### src/rtl/serial_cla_adder.sv
// Wide adder built from one 4-bit carry-lookahead slice, stepped one nibble per clock LSB first.
// Latency: operands accepted at edge k, result valid from edge k+NIBBLES (NIBBLES+2 cycles per op minimum).
// Backpressure: result held in DONE while out_ready=0; in_ready is low everywhere except IDLE.

// 4-bit carry-lookahead slice: generate/propagate terms resolve all internal carries in one level.
module CLA (
    input  logic [3:0] a,
    input  logic [3:0] b,
    input  logic       cin,
    output logic [3:0] sum,
    output logic       cout
);

    logic [3:0] g;
    logic [3:0] p;
    logic [4:0] c;

    // Lookahead carries expanded explicitly so no carry ripples through another carry term.
    always_comb begin
        g    = a & b;
        p    = a ^ b;
        c[0] = cin;
        c[1] = g[0] | (p[0] & cin);
        c[2] = g[1] | (p[1] & g[0]) | (p[1] & p[0] & cin);
        c[3] = g[2] | (p[2] & g[1]) | (p[2] & p[1] & g[0])
             | (p[2] & p[1] & p[0] & cin);
        c[4] = g[3] | (p[3] & g[2]) | (p[3] & p[2] & g[1])
             | (p[3] & p[2] & p[1] & g[0]) | (p[3] & p[2] & p[1] & p[0] & cin);
        sum  = p ^ c[3:0];
        cout = c[4];
    end

endmodule

module serial_cla_adder #(
    parameter int NIBBLES = 4
) (
    input  logic                 clk,
    input  logic                 rst,
    input  logic                 in_valid,
    output logic                 in_ready,
    input  logic [4*NIBBLES-1:0] a,
    input  logic [4*NIBBLES-1:0] b,
    input  logic                 cin,
    output logic                 out_valid,
    input  logic                 out_ready,
    output logic [4*NIBBLES-1:0] sum,
    output logic                 cout,
    output logic                 busy
);

    localparam int W    = 4 * NIBBLES;
    localparam int IDXW = (NIBBLES > 1) ? $clog2(NIBBLES) : 1;
    localparam logic [IDXW-1:0] IDX_LAST = IDXW'(NIBBLES - 1);

    typedef enum logic [1:0] {
        ST_IDLE = 2'd0,
        ST_ADD  = 2'd1,
        ST_DONE = 2'd2
    } state_t;

    state_t          state_q, state_d;
    logic [IDXW-1:0] idx_q,   idx_d;
    logic [W-1:0]    a_q,     a_d;
    logic [W-1:0]    b_q,     b_d;
    logic            carry_q, carry_d;
    logic [W-1:0]    sum_q,   sum_d;
    logic            cout_q,  cout_d;

    logic [3:0]      cla_a;
    logic [3:0]      cla_b;
    logic [3:0]      cla_sum;
    logic            cla_cout;

    // Select the current nibble of each latched operand for the slice.
    always_comb begin
        cla_a = '0;
        cla_b = '0;
        for (int n = 0; n < NIBBLES; n++) begin
            if (idx_q == IDXW'(n)) begin
                cla_a = a_q[4*n +: 4];
                cla_b = b_q[4*n +: 4];
            end
        end
    end

    // The only carry path between nibbles goes through carry_q.
    CLA u_cla (
        .a    (cla_a),
        .b    (cla_b),
        .cin  (carry_q),
        .sum  (cla_sum),
        .cout (cla_cout)
    );

    // Next-state and datapath update: accept in IDLE, one nibble per ADD cycle, hold in DONE.
    always_comb begin
        state_d = state_q;
        idx_d   = idx_q;
        a_d     = a_q;
        b_d     = b_q;
        carry_d = carry_q;
        sum_d   = sum_q;
        cout_d  = cout_q;
        case (state_q)
            ST_IDLE: begin
                if (in_valid) begin
                    a_d     = a;
                    b_d     = b;
                    carry_d = cin;
                    idx_d   = '0;
                    // Unwritten result nibbles read as zero while the add is in progress.
                    sum_d   = '0;
                    state_d = ST_ADD;
                end
            end
            ST_ADD: begin
                for (int n = 0; n < NIBBLES; n++) begin
                    if (idx_q == IDXW'(n)) begin
                        sum_d[4*n +: 4] = cla_sum;
                    end
                end
                carry_d = cla_cout;
                if (idx_q == IDX_LAST) begin
                    // idx parks on the last nibble instead of wrapping.
                    cout_d  = cla_cout;
                    state_d = ST_DONE;
                end else begin
                    idx_d = idx_q + 1'b1;
                end
            end
            ST_DONE: begin
                if (out_ready) begin
                    state_d = ST_IDLE;
                end
            end
            default: begin
                state_d = ST_IDLE;
            end
        endcase
    end

    // State registers; reset wins over every handshake and aborts any operation in flight.
    always_ff @(posedge clk) begin
        if (rst) begin
            state_q <= ST_IDLE;
            idx_q   <= '0;
            a_q     <= '0;
            b_q     <= '0;
            carry_q <= 1'b0;
            sum_q   <= '0;
            cout_q  <= 1'b0;
        end else begin
            state_q <= state_d;
            idx_q   <= idx_d;
            a_q     <= a_d;
            b_q     <= b_d;
            carry_q <= carry_d;
            sum_q   <= sum_d;
            cout_q  <= cout_d;
        end
    end

    // in_ready is gated by rst so nothing looks acceptable during a reset cycle.
    always_comb begin
        in_ready  = (state_q == ST_IDLE) && !rst;
        out_valid = (state_q == ST_DONE);
        busy      = (state_q != ST_IDLE);
        sum       = sum_q;
        cout      = cout_q;
    end

endmodule

### config.mk
export PLATFORM = sky130hd
export DESIGN_NAME = serial_cla_adder
export DESIGN_NICKNAME = d
export VERILOG_FILES = /design/src/rtl/serial_cla_adder.sv
export SDC_FILE = /design/constraint.sdc
export NUM_CORES = 1
export LEC_CHECK = 0
export BUFFER_PORTS_ARGS = -buffer_cell sky130_fd_sc_hd__buf_2
export CORE_MARGIN = 1
export CORE_UTILIZATION = 57
export DETAILED_ROUTE_END_ITERATION = 16
export PLACE_DENSITY = 0.84
export SLEW_MARGIN = 20
export SYNTH_ARGS = -nofsm -noshare
export SYNTH_HDL_FRONTEND = slang
export SYNTH_SLANG_ARGS = --single-unit
export TNS_END_PERCENT = 10
### constraint.sdc
create_clock -name clk -period 4.9 [get_ports clk]
set_input_delay 0 -clock clk [delete_from_list [all_inputs] [get_ports clk]]
set_output_delay 0 -clock clk [all_outputs]
set_load 0.1 [all_outputs]
* Word-level counts from Yosys, hierarchy flattened *
Index checks and enable logic that the tools add are counted.

storage, ports and cells
  register bits = 54
  input bits = 37
  output and inout bits = 20
  logic and storage cells = 90

operators by class
  add/sub/neg operators = 1
  eq/ne operators = 12
  mux-type cells = 23
  bitwise gates (word level) = 29
  reduce and logical (&&, ||, !) cells = 15

operators with widths
  kind                   number
  $mux W4                12
  $pmux W16 S2           1
  $reduce_and A3 Y1      6
  $and A1 B1 Y1          16
  $mux W16               1
  $ne A2 B2 Y1 const B   6
  $mux W2                5
  $or A1 B1 Y1           10
  $xor A4 B4 Y4          2
  $eq A2 B2 Y1 const B   3
  $pmux W2 S3            1
  $reduce_and A2 Y1      3
  $and A4 B4 Y4          1
  $eq A2 B1 Y1 const B   2
  $logic_not A2 Y1       2
  $pmux W2 S2            1
  $reduce_bool A2 Y1     2
  $add A2 B1 Y2 const B  1
  $ne A2 B1 Y1 const B   1
  $pmux W1 S2            1
  $logic_and A1 B1 Y1    1
  $logic_not A1 Y1       1
  $mux W1                1

* Longest topological paths before layout *
  depth after elaboration = 13
  mapped depth = 12
  gate-level depth less buffers = 11

* Hierarchy *
From an unflattened synthesis, not the netlist that was laid out.

second synthesis, totals
  cell total of the unflattened synthesis = 313
  area, all modules = 2,590.0 um^2

by module, submodules not included
  module            times used  cells an instance  area each (um^2)
  serial_cla_adder  1           296                2,442.3
  CLA               1           17                 147.6

* Worst setup path after synthesis *
No wires, ideal clock.

  path type = register to register
  start point = register idx_q[1]
  end point = register sum_q[11] (netlist: sum[11])
  arrival time = 2.426 ns
  path slack = 2.355 ns
  stages on the path, launching flop included = 12
  buffers on the path = 1
  cell sequence = dfxtp_1 > inv_1 > ha_1 > buf_2 > a221oi_1 > nor3_1 > a21o_1 > ha_1 > a211oi_1 > o21bai_1 > xor2_1 > a32o_1

between the ends
  longest elaborated chain between the ends = 13
  elaborated cells on any way between the ends = 27

ends and longest elaborated chain
  what                                            RTL line  text
  start: declaration                              63        logic [IDXW-1:0] idx_q, idx_d;
  start signal: assignment                        155       idx_q <= idx_d;
  $logic_not A2 Y1                                80        if (idx_q == IDXW'(n)) begin
  $mux W4 (4 in a row)                            80
  $xor A4 B4 Y4 or $and A4 B4 Y4 (tied branches)  21, 20
  $and A1 B1 Y1 (on tied branches)                25, 26
  $or A1 B1 Y1, or another cell as far along      25        c[3] = g[2] | (p[2] & g[1]) | (p[2] & p[1] & g[0])
  $or A1 B1 Y1 or $and A1 B1 Y1 (tied branches)   25, 26
  $or A1 B1 Y1                                    26        | (p[2] & p[1] & p[0] & cin);
  $xor A4 B4 Y4                                   29        sum = p ^ c[3:0];
  $mux W4                                         119       if (idx_q == IDXW'(n)) begin
  $pmux W16 S2                                    105       case (state_q)
  end signal: assignment                          159       sum_q <= sum_d;
  end: declaration                                67        logic [W-1:0] sum_q, sum_d;

Parallel ways exist; a longest one is shown, timed or not. The select of a mux whose other input is x is not followed.
A chain may end at the register's enable or synchronous reset.

* Final worst setup path *
  start point = register idx_q[0]
  end point = register sum_q[11] (netlist: sum[11])

The elaborated chain is that of the path after synthesis.

==> impl_metrics.prom <==
# TYPE chip_impl_metric gauge
chip_impl_metric{name="share_clk_of_total_power",unit=""} 0.278
chip_impl_metric{name="buffer_ports.inserted",unit=""} 56
chip_impl_metric{name="cp.arrival",unit="ns"} 3.16
chip_impl_metric{name="clock_insertion_delay_worst_skew",unit="ns"} 0.31
chip_impl_metric{name="worst-r2r-cell-count",unit=""} 10
chip_impl_metric{name="die_y",unit="µm"} 68.8
chip_impl_metric{name="cts_hold_buffers",unit=""} 33
chip_impl_info{name="yosys_most_used_dff",value="dfxtp_1"} 1
chip_impl_metric{name="finalHoldViolCount",unit=""} 0
chip_impl_metric{name="synth_top_area_frac",unit=""} 0.425
chip_impl_metric{name="number_of_cts_inserted_buffers",unit=""} 5
chip_impl_metric{name="finalWirelength",unit="µm"} 6260
chip_impl_info{name="end_point_of_the_worst_hold_path",value="state_q[0]$_SDFFE_PP0P_"} 1
chip_impl_metric{name="fin_setup_tns",unit="ns"} 0
chip_impl_info{name="cts-root-buf",value="clkbuf_8"} 1
chip_impl_info{name="most_area_hungry_cell_type_in_the_yosys_netlist",value="dfxtp_1"} 1
chip_impl_metric{name="sequential_element_share_of_the_synthesized_area",unit=""} 0.425
chip_impl_metric{name="groute.layer.met1.usage",unit=""} 0.349
chip_impl_metric{name="cts_htree_levels",unit=""} 2
chip_impl_metric{name="area_of_the_multi_input_gates",unit="µm²"} 1330
chip_impl_info{name="critPathMostFrequentCell",value="ha_1"} 1
chip_impl_metric{name="power.density_cell_area",unit="nW/µm²"} 295
chip_impl_metric{name="avgViaCountPerCell",unit=""} 5.39
chip_impl_info{name="critPathCaptureType",value="register"} 1
chip_impl_info{name="crit_type",value="reg2reg"} 1
chip_impl_metric{name="grt_pass1_wl",unit="µm"} 9510
chip_impl_metric{name="vias_in_the_first_global_route",unit=""} 2109
chip_impl_metric{name="worst-slew-pin-transition",unit="ns"} 0.956
chip_impl_metric{name="final_layout_size_suffix_gt1_frac",unit=""} 0.190
chip_impl_metric{name="drc_violation_count_after_routing",unit=""} 0
chip_impl_metric{name="timing.hold.worst_path_depth",unit=""} 3
chip_impl_metric{name="fraction_of_synthesis_flops_using_an_asynchronous_set_or_reset_pin",unit=""} 0
chip_impl_metric{name="fin_total_pwr",unit="µW"} 944
chip_impl_metric{name="initial_core_utilization",unit=""} 0.614
chip_impl_info{name="crit_family",value="compound AO/OA/AOI/OAI gates"} 1
chip_impl_metric{name="grt.met3_usage",unit=""} 0.0493
chip_impl_metric{name="die_area",unit="µm²"} 4740
chip_impl_metric{name="path_clk_slew",unit="ns"} 0.10
chip_impl_metric{name="row_count",unit=""} 23
chip_impl_metric{name="wl_per_cell",unit="µm"} 14.3
chip_impl_metric{name="global_route.usage.total",unit=""} 0.276
chip_impl_metric{name="net-switching-power",unit="µW"} 292
chip_impl_info{name="start_kind",value="register"} 1
chip_impl_metric{name="drtPass1Iterations",unit=""} 4
chip_impl_metric{name="slew_headroom",unit=""} 0.363
chip_impl_metric{name="synthesized_area_per_cell",unit="µm²"} 8.16
chip_impl_metric{name="filler_cell_count",unit=""} 301
chip_impl_info{name="cts_tree",value="built"} 1
chip_impl_metric{name="total_vias_in_the_final_route",unit=""} 2368
chip_impl_metric{name="area_delta_synth_final",unit="%"} 25.8
chip_impl_info{name="status",value="completed"} 1
chip_impl_metric{name="seq_area",unit="µm²"} 1080
chip_impl_metric{name="report.final.slew_viol_count",unit=""} 0
chip_impl_metric{name="synth_cell_types",unit=""} 37
chip_impl_metric{name="timing.critical_path.buf_inv",unit=""} 0
chip_impl_metric{name="fin_crit",unit="ns"} 2.95
chip_impl_metric{name="timing.max_cap.violations",unit=""} 0
chip_impl_metric{name="synth_cells",unit=""} 312
chip_impl_metric{name="max_clock_freq",unit="MHz"} 339
chip_impl_metric{name="place_hpwl",unit="µm"} 3750
chip_impl_info{name="hold_path_startpoint",value="in_valid"} 1
chip_impl_metric{name="required_time_of_the_critical_path",unit="ns"} 5.11
chip_impl_metric{name="net_count_synth",unit=""} 359
chip_impl_metric{name="cts_sinks",unit=""} 54
chip_impl_metric{name="cts_resized",unit=""} 0
chip_impl_metric{name="final_min_period_over_clock_period",unit=""} 0.601
chip_impl_metric{name="finish.net_count",unit=""} 435
chip_impl_metric{name="antenna_found_initial",unit=""} 0
chip_impl_metric{name="synth-warning-count",unit=""} 0
chip_impl_metric{name="finalSetupViolCount",unit=""} 0
chip_impl_metric{name="ir_drop",unit="µV"} 213
chip_impl_info{name="hp-class",value="in2reg"} 1
chip_impl_info{name="worst_path_max_delay_cell",value="ha_1"} 1
chip_impl_metric{name="largest_net_degree_at_the_start_of_global_routing",unit=""} 56
chip_impl_info{name="busiest_layer",value="met2"} 1
chip_impl_info{name="grt_setup_unrepaired",value="false"} 1
chip_impl_metric{name="post_cts_buffers",unit=""} 0
chip_impl_metric{name="cts_buffer_depth",unit=""} 2
chip_impl_metric{name="ys_seq_elements",unit=""} 54
chip_impl_metric{name="maximum_cell_stage_delay_along_the_critical_path",unit="ns"} 0.51
chip_impl_metric{name="place_congestion",unit=""} 0.854
chip_impl_metric{name="synth_enable_flop_cells",unit=""} 0
chip_impl_metric{name="reg2reg_slack",unit="ns"} 1.95
chip_impl_metric{name="io_pins",unit=""} 57
chip_impl_info{name="timing.rr.start",value="idx_q[0]$_SDFFE_PP0P_"} 1
chip_impl_metric{name="grt_remaining_overflow",unit=""} 0
chip_impl_metric{name="dieWidth",unit="µm"} 68.8
chip_impl_metric{name="path_max_fanout",unit=""} 18
chip_impl_info{name="crit-reg2reg-capture",value="sum[11]$_SDFFE_PP0P_"} 1
chip_impl_metric{name="n_antenna_cell",unit=""} 0
chip_impl_metric{name="part_of_the_power_in_registers",unit=""} 0.506
chip_impl_metric{name="drt-initial-drc-count",unit=""} 180
chip_impl_metric{name="remaining_number_of_nets_flagged_by_the_antenna_check_after_routing",unit=""} 0
chip_impl_metric{name="pwr-share-comb",unit=""} 0.216
chip_impl_metric{name="p_int",unit="µW"} 652
chip_impl_metric{name="clock-skew-final",unit="ns"} 0.00829
chip_impl_metric{name="core_area",unit="µm²"} 4140
chip_impl_metric{name="power.static_leakage",unit="nW"} 1.38
chip_impl_info{name="synth.top_cells.by_area",value="dfxtp_1 (42%), nand2_1 (12%), a21oi_1 (10%), ha_1 (4.4%), mux2i_1 (3.1%)"} 1
chip_impl_metric{name="gr-usage-met2",unit=""} 0.474
chip_impl_metric{name="netlist_area",unit="µm²"} 2540
chip_impl_info{name="cp_cell_sequence",value="ha_1 -> nor2b_1 -> a221oi_1 -> nor3_1 -> a21o_1 -> ha_1 -> a211oi_1 -> o21bai_1 -> xor2_1 -> a32o_1"} 1
chip_impl_metric{name="switching_share",unit=""} 0.310
-- flip-flops by register name (all words and copies together), names as in the netlist --
signal   flops
a_q         16
b_q         16
sum         16
idx_q        2
state_q      2
carry_q      1
cout         1
-- cells in the mapped netlist (2+ instances only) --
| master | instances |
|---|---|
| nand2_1 | 81 |
| dfxtp_1 | 54 |
| a21oi_1 | 53 |
| nor2_1 | 21 |
| ha_1 | 9 |
| buf_2 | 8 |
| mux2i_1 | 8 |
| o21ai_0 | 8 |
| a32o_1 | 6 |
| clkbuf_1 | 6 |
| nand3b_1 | 6 |
| nor2b_1 | 6 |
| a21oi_2 | 4 |
| buf_6 | 4 |
| inv_1 | 4 |
| a21o_1 | 3 |
| nand2b_1 | 3 |
| nor3_1 | 3 |
| nor3b_1 | 3 |
| a211oi_1 | 2 |
| a221oi_1 | 2 |
| buf_1 | 2 |
| xor2_1 | 2 |
-- logic make-up after synthesis --
| group | count (synthesis) | share of synthesized area |
|---|---|---|
| flip-flops | 54 | 0.425 |
| buffers and inverters | 25 | 0.0541 |
| adder cells (fa/ha/maj) | 10 | 0.0521 |
| AND/OR/NAND/NOR | 129 | 0.229 |
| AO/OA/AOI/OAI | 83 | 0.198 |
| multiplexers | 8 | 0.0315 |
| XOR/XNOR | 3 | 0.0103 |
-- tightest hold or removal path, delay by kind of cell --
family,cells,cell delay (ns)
buffers and inverters,1,0.14
AND/OR/NAND/NOR,1,0.12
AO/OA/AOI/OAI,1,0.08
-- cells in the final DEF, fill, tap and decap left out, drive strengths merged, types with 2 or more instances in the layout --
cell         synthesis  routed
a211oi               2       2
a21o                 3       3
a21oi               58      58
a221oi               2       2
a32o                 6       6
buf                 15      57
clkbuf               6       6
dfxtp               54      54
dlygate4sd3          0      33
ha                   9       9
inv                  4       4
mux2i                8       8
nand2               82      82
nand2b               4       4
nand3b               6       6
nor2                21      21
nor2b                6       6
nor3                 3       3
nor3b                4       4
o21ai                8       8
xor2                 2       2
-- power groups by stage --
stage / logic, mW / registers, mW / clock network (mW)
finish: 0.204 / 0.478 / 0.263
floorplan: 0.118 / 0.509 / 0
detailed placement: 0.178 / 0.487 / 0
global route: 0.222 / 0.480 / 0.280
CTS: 0.199 / 0.477 / 0.262
global placement: 0.175 / 0.486 / 0
-- per-layer routing --
layer  part of all wire  vias to the layer above
li1                   -                     1209
met1               0.44                     1078
met2               0.50                       72
met3              0.056                        9
met4              0.013                        0
met5                  0                        -
-- worst max-delay path by stage --
| stage | from | to | slack (ns) | cells past startpoint |
|---|---|---|---|---|
| 6_report | idx_q[0]$_SDFFE_PP0P_ | sum[11]$_SDFFE_PP0P_ | 1.95 | 10 |
| 5_1_grt | idx_q[0]$_SDFFE_PP0P_ | sum[11]$_SDFFE_PP0P_ | 1.68 | 10 |
| 4_1_cts | idx_q[0]$_SDFFE_PP0P_ | sum[11]$_SDFFE_PP0P_ | 1.95 | 10 |
| 3_5_place_dp | idx_q[0]$_SDFFE_PP0P_ | sum[11]$_SDFFE_PP0P_ | 1.98 | 10 |
| 3_3_place_gp | idx_q[0]$_SDFFE_PP0P_ | sum[3]$_SDFFE_PP0P_ | 2.11 | 10 |
| 2_1_floorplan | idx_q[1]$_SDFFE_PP0P_ | sum[11]$_SDFFE_PP0P_ | 2.36 | 11 |
-- through the flow --
stage	cell area [µm²]	utilization	instances	setup WS, ns	hold WS [ns]
floorplan	2540	-	312	2.36	0.136
global placement	2770	0.667	397	2.11	0.241
detailed placement	2770	0.667	397	1.98	0.245
CTS	3190	0.770	438	1.95	0.0752
global route	3200	0.773	439	1.68	0.0856
finish	3200	0.773	439	1.95	0.0762
-- area by class of cell --
cell class	count	area share
well taps	50	0.0195
multi-input cells	233	0.414
flip-flops and latches	54	0.338
clock buffers	6	0.0258
repair buffers	90	0.194
clock inverters	2	0.00391
inverters	4	0.00469
Note: power is estimated with default switching activity, not from simulation.
